--- config.mk ---
export PLATFORM = sky130hd
export DESIGN_NAME = frame_egress_reader
export DESIGN_NICKNAME = d
export VERILOG_FILES = /design/src/rtl/frame_egress_reader.sv
export SDC_FILE = /design/constraint.sdc
export NUM_CORES = 1
export LEC_CHECK = 0
export CELL_PAD_IN_SITES_DETAIL_PLACEMENT = 1
export CELL_PAD_IN_SITES_GLOBAL_PLACEMENT = 2
export CORE_ASPECT_RATIO = 0.6
export CORE_MARGIN = 3
export CORE_UTILIZATION = 30
export CTS_BUF_LIST = sky130_fd_sc_hd__clkbuf_8
export CTS_CLUSTER_DIAMETER = 50
export DETAILED_ROUTE_END_ITERATION = 8
export PLACE_DENSITY = 0.83
export SKIP_CTS_REPAIR_TIMING = 1
export SLEW_MARGIN = 25
export SYNTH_ARGS = -nofsm -noshare
export SYNTH_HDL_FRONTEND = slang
export SYNTH_SLANG_ARGS = --single-unit
--- constraint.sdc ---
create_clock -name clk -period 2.6 [get_ports clk]
set_input_delay 0.52 -clock clk [delete_from_list [all_inputs] [get_ports clk]]
set_output_delay 0.52 -clock clk [all_outputs]
set_load 0.02 [all_outputs]
--- src/rtl/frame_egress_reader.sv ---
// Streams stored frames out of the frame buffer onto an AXI-stream master, one frame per
// sideband descriptor. Define EGRESS_FRAME_COUNT_EN to add the frames_sent counter output.
module frame_egress_reader #(
  parameter int unsigned ADDR_WIDTH      = 11,
  parameter int unsigned DATA_WIDTH      = 8,
  parameter int unsigned AXIS_DEST_WIDTH = 4
) (
  input  logic                       clk,
  input  logic                       reset,
  input  logic                       sb_empty,
  output logic                       sb_ren,
  input  logic [19:0]                sb_rdata,
  output logic                       fb_ren,
  output logic [ADDR_WIDTH:0]        fb_raddr,
  input  logic [DATA_WIDTH:0]        fb_rdata,
  output logic [ADDR_WIDTH:0]        frame_rptr,
  output logic [DATA_WIDTH-1:0]      m_tdata,
  output logic                       m_tvalid,
  input  logic                       m_tready,
  output logic                       m_tlast,
  output logic [AXIS_DEST_WIDTH-1:0] m_tdest,
`ifdef EGRESS_FRAME_COUNT_EN
  output logic [31:0]                frames_sent,
`endif
  output logic                       busy
);

  typedef enum logic [1:0] {StIdle, StLoad, StStream} state_e;

  state_e                     state_q, state_d;
  logic [ADDR_WIDTH:0]        raddr_q, rptr_q;
  logic [AXIS_DEST_WIDTH-1:0] dest_q;
  logic                       rvalid_q, last_seen_q;
  logic [DATA_WIDTH:0]        skid_q [2];
  logic                       wr_idx_q, rd_idx_q;
  logic [1:0]                 occ_q;

  logic push, pop, last_now, room, frame_done, sb_unused;

  // Only the dest and pointer fields of the sideband word carry meaning.
  assign sb_unused  = ^sb_rdata;
  assign push       = rvalid_q;
  assign pop        = m_tvalid & m_tready;
  assign last_now   = rvalid_q & fb_rdata[DATA_WIDTH];
  assign frame_done = pop & m_tlast;
  // A new read may only issue if it is guaranteed a free skid slot when it returns.
  assign room = ({1'b0, occ_q} + {2'b00, rvalid_q}) < (3'd2 + {2'b00, pop});

  always_comb begin
    state_d = state_q;
    sb_ren  = 1'b0;
    fb_ren  = 1'b0;
    unique case (state_q)
      StIdle: begin
        if (!sb_empty) begin
          sb_ren  = 1'b1;
          state_d = StLoad;
        end
      end
      StLoad: state_d = StStream;
      StStream: begin
        fb_ren = room & ~last_seen_q & ~last_now;
        if (frame_done) state_d = StIdle;
      end
      default: state_d = StIdle;
    endcase
  end

  always_ff @(posedge clk) begin
    if (reset) state_q <= StIdle;
    else       state_q <= state_d;
  end

  always_ff @(posedge clk) begin
    if (reset) begin
      raddr_q     <= '0;
      rptr_q      <= '0;
      dest_q      <= '0;
      rvalid_q    <= 1'b0;
      last_seen_q <= 1'b0;
      skid_q[0]   <= '0;
      skid_q[1]   <= '0;
      wr_idx_q    <= 1'b0;
      rd_idx_q    <= 1'b0;
      occ_q       <= 2'd0;
    end else begin
      rvalid_q <= fb_ren;
      if (state_q == StLoad) begin
        raddr_q     <= sb_rdata[ADDR_WIDTH+AXIS_DEST_WIDTH:AXIS_DEST_WIDTH];
        dest_q      <= sb_rdata[AXIS_DEST_WIDTH-1:0];
        last_seen_q <= 1'b0;
      end else begin
        if (fb_ren)   raddr_q     <= raddr_q + {{ADDR_WIDTH{1'b0}}, 1'b1};
        if (last_now) last_seen_q <= 1'b1;
      end
      if (push) begin
        skid_q[wr_idx_q] <= fb_rdata;
        wr_idx_q         <= ~wr_idx_q;
      end
      if (pop) rd_idx_q <= ~rd_idx_q;
      occ_q <= occ_q + {1'b0, push} - {1'b0, pop};
      if (frame_done) rptr_q <= raddr_q;
    end
  end

`ifdef EGRESS_FRAME_COUNT_EN
  always_ff @(posedge clk) begin
    if (reset)           frames_sent <= '0;
    else if (frame_done) frames_sent <= frames_sent + 32'd1;
  end
`endif

  assign fb_raddr   = raddr_q;
  assign frame_rptr = rptr_q;
  assign m_tdest    = dest_q;
  assign m_tvalid   = (occ_q != 2'd0);
  assign m_tdata    = skid_q[rd_idx_q][DATA_WIDTH-1:0];
  assign m_tlast    = m_tvalid & skid_q[rd_idx_q][DATA_WIDTH];
  assign busy       = (state_q != StIdle);

endmodule

Yosys cells after proc, flatten, opt, wreduce, memory -nomap -nowiden
Memory sizes are Yosys's and may differ from the RTL's. A register that Yosys moved wholly into a read port is not among the register bits.
Cells that the tools add are included.
{"block": "word_totals", "register_bits": 36, "ram_bits": 18, "inputBits": 33, "out_inout_bits": 41, "word_cells": 55, "memories": 1}
{"memory": "skid_q", "depth": 2, "width": 9, "read_ports": 1, "rd_clocked_by_memory_dff": 1, "wr": 2, "line_no": "34", "rtl": "logic [DATA_WIDTH:0] skid_q [2];"}
{"block": "op_classes", "addsub": 5, "n_lt_le_gt_ge": 1, "n_eq_ne": 4, "muxes": 18, "bitwise": 10, "reduce_logical": 7}
{"op": "12-bit two-way mux", "n": 2}
{"op": "12-bit by 1-bit adder with 12-bit output (second input constant)", "n": 1}
{"op": "1-bit two-way mux", "n": 12}
{"op": "9-bit two-way mux", "n": 1}
{"op": "9-bit OR reduction", "n": 1}
{"op": "1-bit AND", "n": 6}
{"op": "2-bit one-hot mux with 3 select lines", "n": 1}
{"op": "2-bit nonzero test", "n": 3}
{"op": "2-bit two-way mux", "n": 2}
{"op": "2-bit != test (second input constant)", "n": 2}
{"op": "1-bit NOT", "n": 4}
{"op": "2-bit by 1-bit adder with 3-bit output", "n": 1}
{"op": "2-bit by 1-bit adder with 3-bit output (first input constant)", "n": 1}
{"op": "3-bit < comparator", "n": 1}
{"op": "2-bit by 1-bit adder with 2-bit output", "n": 1}
{"op": "2-bit by 1-bit equality test with 1-bit output (second input constant)", "n": 1}
{"op": "2-bit equality test (second input constant)", "n": 1}
{"op": "2-bit zero test", "n": 1}
{"op": "2-bit AND reduction", "n": 1}
{"op": "2-bit OR reduction", "n": 1}
{"op": "2-bit by 1-bit subtractor with 2-bit output", "n": 1}

Longest topological paths before layout
Gate-level depths: netlist of the first run.
{"block": "logic_depth", "depth_word": 9, "mapped_depth": 8, "depth_no_buf": 8}

Worst setup path after synthesis of the first run
Ideal clock, no wire load.
{"block": "synth_path", "path_type": "reg2out", "start": "reg occ_q[0]", "end": "out fb_ren", "t_arrival_ps": 1508, "t_required_ps": 2080, "setup_slack_ps": 572, "stages_incl_launch_ff": 7, "path_buffers": 1, "path_cell_list": "dfxtp_1 ha_1 ha_1 nor3b_2 nand2_1 clkbuf_1 nor2_1"}
{"block": "synth_between", "elab_chain_len": 7, "elab_cells_between_ends": 8, "classes_between": "add/sub (2); order compare (1); mux (1); bitwise (3); reduce/logical (1)"}
{"element": "from (decl)", "line_no": "36", "rtl": "logic [1:0] occ_q;"}
{"element": "from (signal assigned)", "line_no": "101", "rtl": "occ_q <= occ_q + {1'b0, push} - {1'b0, pop};"}
{"element": "2-bit nonzero test", "line_no": "116", "rtl": "assign m_tvalid = (occ_q != 2'd0);"}
{"element": "1-bit AND", "line_no": "43", "rtl": "assign pop = m_tvalid & m_tready;"}
{"element": "2-bit by 1-bit adder with 3-bit output", "line_no": "47", "rtl": "assign room = ({1'b0, occ_q} + {2'b00, rvalid_q}) < (3'd2 + {2'b00, pop});"}
{"element": "3-bit < comparator (*)", "line_no": "47"}
{"element": "1-bit AND (*) (2 in series)", "line_no": "62", "rtl": "fb_ren = room & ~last_seen_q & ~last_now;"}
{"element": "1-bit two-way mux (*)", "line_no": "53", "rtl": "unique case (state_q)"}
{"element": "to (decl)", "line_no": "13", "rtl": "output logic fb_ren,"}
Mark *: on every way between the ends. The rest lies on a longest branch, timed or not.

Worst setup path after layout of the first run
Same ends and word-level chain as after synthesis.

==> results.md, run 1 <==
* H-tree depth at 2
* CP delay by family, top: simple AND/OR/NAND/NOR gates
* Pleak at ~0.0012 uW
* CP max FO at 4
* Post-synth cell types at between 40 and 50
* Largest net degree at the start of global routing at 29
* Most frequently used cell type in the post-synthesis netlist: dfxtp_1
* Fmax at approximately 410 MHz
* Worst path most repeated cell: ha_1
* DR pass1 iterations at 4
* Commonest cells post-synth: 37 x dfxtp_1, 35 x nor2_1, 22 x and2_1
* Post-synth EDFFs at 18
* Slew @ Worst Pin at between 0.6 and 0.7 ns
* Initial antenna violation count at 0
* Clk root buf: clkbuf_8
* Sink Count at between 50 and 60
* Mean Syn Cell Area at approximately 9.9 sq um
* Crit path time final at ~2.4 ns
* Final nets at between 300 and 400
* GR Overflow Total at 0
* First-pass GRT wire length at about 12 mm
* Crit. End Element: primary output
* Sequential cell area fraction in the yosys report at 0.500
* RSZ-0062 raised after global routing: no
* Die height at 77.6 um
* Vias post-DR at ~2200
* Syn Std Cell Area at ~2600 sq um
* Initial Util at 0.318
* WP data required at about 2.1 ns
* Ys flop type: dfxtp_1
* Max Cap Violations at 0
* Final antenna-violating net count at 0
* Flop pwr share at 0.492
* CP cell instances: ha_1 > ha_1 > nor3b_2 > nand2_1 > nor2_1 > dlymetal6s2s_1
* Syn Nets at between 200 and 300
* Core footprint at roughly 8100 sq um
* Clk Latency, worst-skew pair at about 0.32 ns
* Leading area contributor after synthesis: dfxtp_1
* Ys async rst share at 0
* Fin util at 0.433
* PwrDens at between 500 and 600 nW/um^2
* Outcome: complete, no violations
* TritonCTS clock tree: built
* Final setup viols at 0
* Critical path buffers and inverters at 1
* Vias in the first global route at between 2000 and 2500
* WP data arrival at 1.90 ns
* CTS Buf Count at 5
* Site Rows at 25
* Clock share of power at 0.236
* HPWL Detailed at 5.40 mm
* Layout cell share with drive strength beyond 1 at 0.103
* Peak supply drop at ~0.00023 V
* Post-route DRC at 0
* GRT Total Usage at 0.156
* CP startpoint kind: flop
* RePlAce Congestion at between 0.7 and 0.8
* Logic pwr share at 0.272
* WL/cell at roughly 17 um
* P_sw at about 640 uW
* Number of synthesized register bits at 55
* Synth top area cells: dfxtp_1 29%, edfxtp_1 21%, and2_1 5.4%
* Clock-pin slew on the worst setup and hold paths at around 0.1 ns
* Vias per Instance at 5.04
* # port buffers at between 60 and 70
* Hold Violations, Final at 0
* Clock Tree Buf Depth at 2
* Fin crit share at 0.930
* Hold WC Path Type: flop to flop
* Worst Skew at between 0.01 and 0.015 ns
* Number of synthesis warnings at 0
* Post-synth top area share at 0.289
* Crit path kind: flop to primary output
* Max stage delay on crit path at ~0.36 ns
* Sw Ratio at 0.308
* Max-slew violations at 0
* Post-Syn Instances at 259
* Die X at 125 um
* Synthesis-to-layout area growth at 36.5%
* Int Pwr at 1430 uW
* Die Area at roughly 9700 sq um
* Antenna diodes at 0
* Routed WL at about 7.3 mm
* Worst path slowest cell: dfxtp_1
* Final hold slack at between 0.4 and 0.5 ns
* Max-Slew Margin vs Limit at 0.568
* Ports at 74
* Initial DRC count at 78
## power groups by stage
stage	sequential (uW)	clock [uW]	combinational, uW
5_1_grt	1030	545	614
3_5_place_dp	1040	0	566
3_3_place_gp	1030	0	555
6_report	1020	487	563
4_1_cts	1020	508	569
2_1_floorplan	1030	0	308
## final timing paths
| path | from | cells past startpoint | end | slack (ns) |
|---|---|---|---|---|
| max | occ_q[0]$_SDFF_PP0_ | 6 | fb_ren | 0.18 |
| min | m_tdest[2]$_SDFFE_PP0P_ | 2 | m_tdest[2]$_SDFFE_PP0P_ | 0.46 |
| max reg2reg | occ_q[0]$_SDFF_PP0_ | 7 | fb_raddr[9]$_SDFFE_PP0P_ | 0.46 |
| min reg2reg | m_tdest[2]$_SDFFE_PP0P_ | 2 | m_tdest[2]$_SDFFE_PP0P_ | 0.46 |
## layer usage
metal | vias to the layer above | GRT usage | routed length [um]
met5 | - | 0 | 0
met4 | 0 | 0.0455 | 81
met3 | 7 | 0.0523 | 464
met2 | 46 | 0.220 | 2950
met1 | 1082 | 0.225 | 3780
li1 | 1071 | - | -
## placed cells by master (no fill, tap or decap), types with 2 or more instances in the layout
cell type,instances
and2_0,2
buf_4,10
and2_1,22
dfxtp_1,37
mux2i_1,13
mux2_2,8
a211oi_1,3
nor3_2,2
clkdlybuf4s50_1,68
nand2_1,16
inv_1,7
a311oi_1,6
o21bai_1,2
nor3b_1,2
edfxtp_1,18
ha_1,5
nand3_1,5
nor2b_1,2
xnor2_1,2
nand4_1,7
and4_1,3
xor2_1,2
clkbuf_8,6
nor3_1,4
a21oi_1,7
nor2_1,35
o21ai_0,2
or2_2,2
o31ai_1,2
or3_1,4
nor4_1,11
## tightest hold or removal path, delay by kind of cell (launching register included)
family | cells | cell delay, ns
AND/OR/NAND/NOR | 1 | 0.05
flip-flops | 1 | 0.31
AO/OA/AOI/OAI | 1 | 0.05
## metrics by stage
| step | instance area, sq um | cells | total power, uW | setup TNS [ns] | setup WS, ns |
|---|---|---|---|---|---|
| global placement | 3390 | 430 | 1590 | -0.152 | -0.152 |
| finish | 3500 | 438 | 2070 | 0 | 0.181 |
| detailed placement | 3390 | 430 | 1600 | -0.136 | -0.136 |
| floorplan | 2560 | 259 | 1340 | 0 | 0.572 |
| global route | 3500 | 438 | 2190 | 0 | 0.0659 |
| CTS | 3490 | 438 | 2100 | -0.240 | -0.240 |
## area by class of cell
type	instances	area, sq um
timing repair buffer	79	768
clock inverter	2	8.76
fill	935	4570
sequential	55	1280
inverter	6	22.5
tap	108	135
multi-input combinational	182	1200
clock buffer	6	82.6
## cell families (layout without fill, tap and decap cells)
group / after synthesis / count (layout) / synth area share
muxes: 21 / 21 / 0.0859
buffers and inverters: 22 / 93 / 0.0356
xor gates and xnor gates: 4 / 4 / 0.0137
DFF: 55 / 55 / 0.500
AOI/OAI and AO/OA: 31 / 31 / 0.0923
and+or+nand+nor: 121 / 121 / 0.248
adders and majority gates: 5 / 5 / 0.0244
## sequential cells by signal, indices dropped and copies added (netlist names), named ones only
signal and flops:
fb_raddr 12, rd_idx_q 1, skid_q 18, occ_q 2
frame_rptr 12, m_tdest 4, push 1, state_q 2
last_seen_q 1, wr_idx_q 1
No activity file was read; power rests on OpenSTA's default activity.
==> run 2: changes to the inputs <==
GPL_ROUTABILITY_DRIVEN = 1   (was not set)
==> results of run 2 <==
The final DEF is identical to that of run 1; final timing and power are the same.
==> run 3: changes to the inputs <==
REMOVE_ABC_BUFFERS = 1   (was not set)
==> run 3 against run 2 <==
Net effect: critical path depth decreased by 4; die area is the same; setup slack better by 0.069 ns; worst hold slack better by 0.011 ns; global-route usage down 0.61 points; sequential share of layout area is 0.053 points higher; first-iteration DRC count is 41% higher; largest cell class unchanged; cell count rose by 0.46%; core utilization down 0.062 points; clock power down 7.2%.
==> results.md, run 3 (same netlist as run 1, synthesis figures left out) <==
* RSZ-0062 raised after global routing: no
* H-tree depth at 2
* Largest net degree at the start of global routing at 43
* # port buffers at between 60 and 70
* Hold WC Path Type: flop to flop
* Final nets at between 300 and 400
* Initial DRC count at between 100 and 150
* Clk root buf: clkbuf_8
* PwrDens at approximately 580 nW/um^2
* CP delay by family, top: flip-flops
* Flop pwr share at 0.501
* Die Area at just under 10000 sq um
* GRT Total Usage at 0.150
* Clock-pin slew on the worst setup and hold paths at 0.10 ns
* P_sw at roughly 630 uW
* WP data required at ~2.1 ns
* Core footprint at 8070 sq um
* Most frequent cells in the layout: 68 x clkdlybuf4s50_1, 37 x dfxtp_1, 35 x nor2_1
* Synthesis-to-layout area growth at 36.3%
* Crit. End Element: primary output
* Initial Util at 0.318
* Post-route DRC at 0
* CTS Buf Count at 5
* Max Cap Violations at 0
* Max-Slew Margin vs Limit at 0.333
* Hold Violations, Final at 0
* Largest Register: skid_q
* Max-slew violations at 0
* Pleak at 0.00126 uW
* Crit path kind: flop to primary output
* Overall power at between 2000 and 2500 uW
* Die height at just under 80 um
* Ports at 74
* WP data arrival at roughly 1.8 ns
* Int Pwr at around 1400 uW
* TritonCTS clock tree: built
* Clk Latency, worst-skew pair at roughly 0.31 ns
* Antenna diodes at 0
* Vias post-DR at 2151
* Peak supply drop at between 0.0002 and 0.00025 V
* Fin crit share at 0.904
* Filler Cell Count at around 900
* Fmax at between 400 and 500 MHz
* Clock share of power at 0.222
* GR Overflow Total at 0
* Initial antenna violation count at 0
* Slew @ Worst Pin at between 0.9 and 1 ns
* Layout cell share with drive strength beyond 1 at 0.0994
* Worst path slowest cell: dfxtp_1
* Final antenna-violating net count at 0
* Logic pwr share at 0.277
* Sw Ratio at 0.309
* RePlAce Congestion at 0.769
* Vias per Instance at about 4.9
* Die X at 125 um
* Largest register FFs at 18
* Max stage delay on crit path at 0.60 ns
* Site Rows at 25
* Final setup viols at 0
* Routed WL at roughly 7.1 mm
* Outcome: complete, no violations
* DR pass1 iterations at 4
* Vias in the first global route at 2237
* Placed cell areas at 3410 sq um
* Sink Count at 55
* Most common cell after layout, fill and taps aside: clkdlybuf4s50_1
* HPWL Detailed at 5.28 mm
* Clock Tree Buf Depth at 2
* CP startpoint kind: flop
* WL/cell at 16.1 um
* Design Area, Final at about 3500 sq um
* First-pass GRT wire length at 11.6 mm
* Crit path time final at 2.35 ns
* CP cell instances: mux2_2 > clkdlybuf4s50_1
* Critical path buffers and inverters at 1
* CP max FO at 9
* Worst Skew at 0.0101 ns
==> run 3: final timing paths <==
kind / slack, ns / depth (start not counted) / start / end
worst max-delay path: 0.25 / 2 / flop / m_tdata[4]
worst min register to register: 0.47 / 2 / m_tdest[2]$_SDFFE_PP0P_ / m_tdest[2]$_SDFFE_PP0P_
worst min-delay path: 0.47 / 2 / m_tdest[2]$_SDFFE_PP0P_ / m_tdest[2]$_SDFFE_PP0P_
worst max register to register: 0.49 / 7 / push$_SDFF_PP0_ / fb_raddr[6]$_SDFFE_PP0P_
==> run 3: power by group through the flow <==
| stage | clock [uW] | combinational, uW | sequential (uW) |
|---|---|---|---|
| after detailed placement | 0 | 567 | 1040 |
| after global placement | 0 | 557 | 1030 |
| after global routing | 510 | 611 | 1030 |
| final | 452 | 562 | 1020 |
| after floorplan | 0 | 275 | 1040 |
| after CTS | 483 | 570 | 1020 |
==> run 3: tightest hold or removal path, delay by kind of cell (launching register included) <==
kind	cells	cell delay, ns
DFF	1	0.32
and+or+nand+nor	1	0.05
AOI/OAI and AO/OA	1	0.06
==> run 3: area by class of cell <==
cell class / count / area (sq um) / area share
flip-flops and latches: 55 / 1280 / 0.367
repair buffers: 81 / 783 / 0.224
clock buffers: 5 / 68.8 / 0.0197
multi-input cells: 182 / 1190 / 0.341
inverters: 6 / 22.5 / 0.00645
well taps: 108 / 135 / 0.0387
clock inverters: 3 / 12.5 / 0.00358
==> run 3: layer usage <==
layer / track usage / part of all wire / vias up / wire (um)
li1: - / - / 1080 / -
met1: 0.210 / 0.51 / 1019 / 3580
met2: 0.234 / 0.44 / 47 / 3100
met3: 0.0399 / 0.050 / 5 / 354
met4: 0.0292 / 0.0065 / 0 / 46
met5: 0 / 0 / - / 0
==> run 3: metrics by stage <==
stage / utilization / setup WS (ns) / TNS (ns) / instances / hold WS (ns)
4_1_cts: 0.433 / -0.0951 / -0.0951 / 440 / 0.470
3_5_place_dp: 0.422 / 0.0582 / 0 / 432 / 0.458
3_3_place_gp: 0.422 / 0.0406 / 0 / 432 / 0.442
2_1_floorplan: - / 0.631 / 0 / 243 / 0.472
5_1_grt: 0.433 / 0.131 / 0 / 440 / 0.491
6_report: 0.433 / 0.250 / 0 / 440 / 0.468
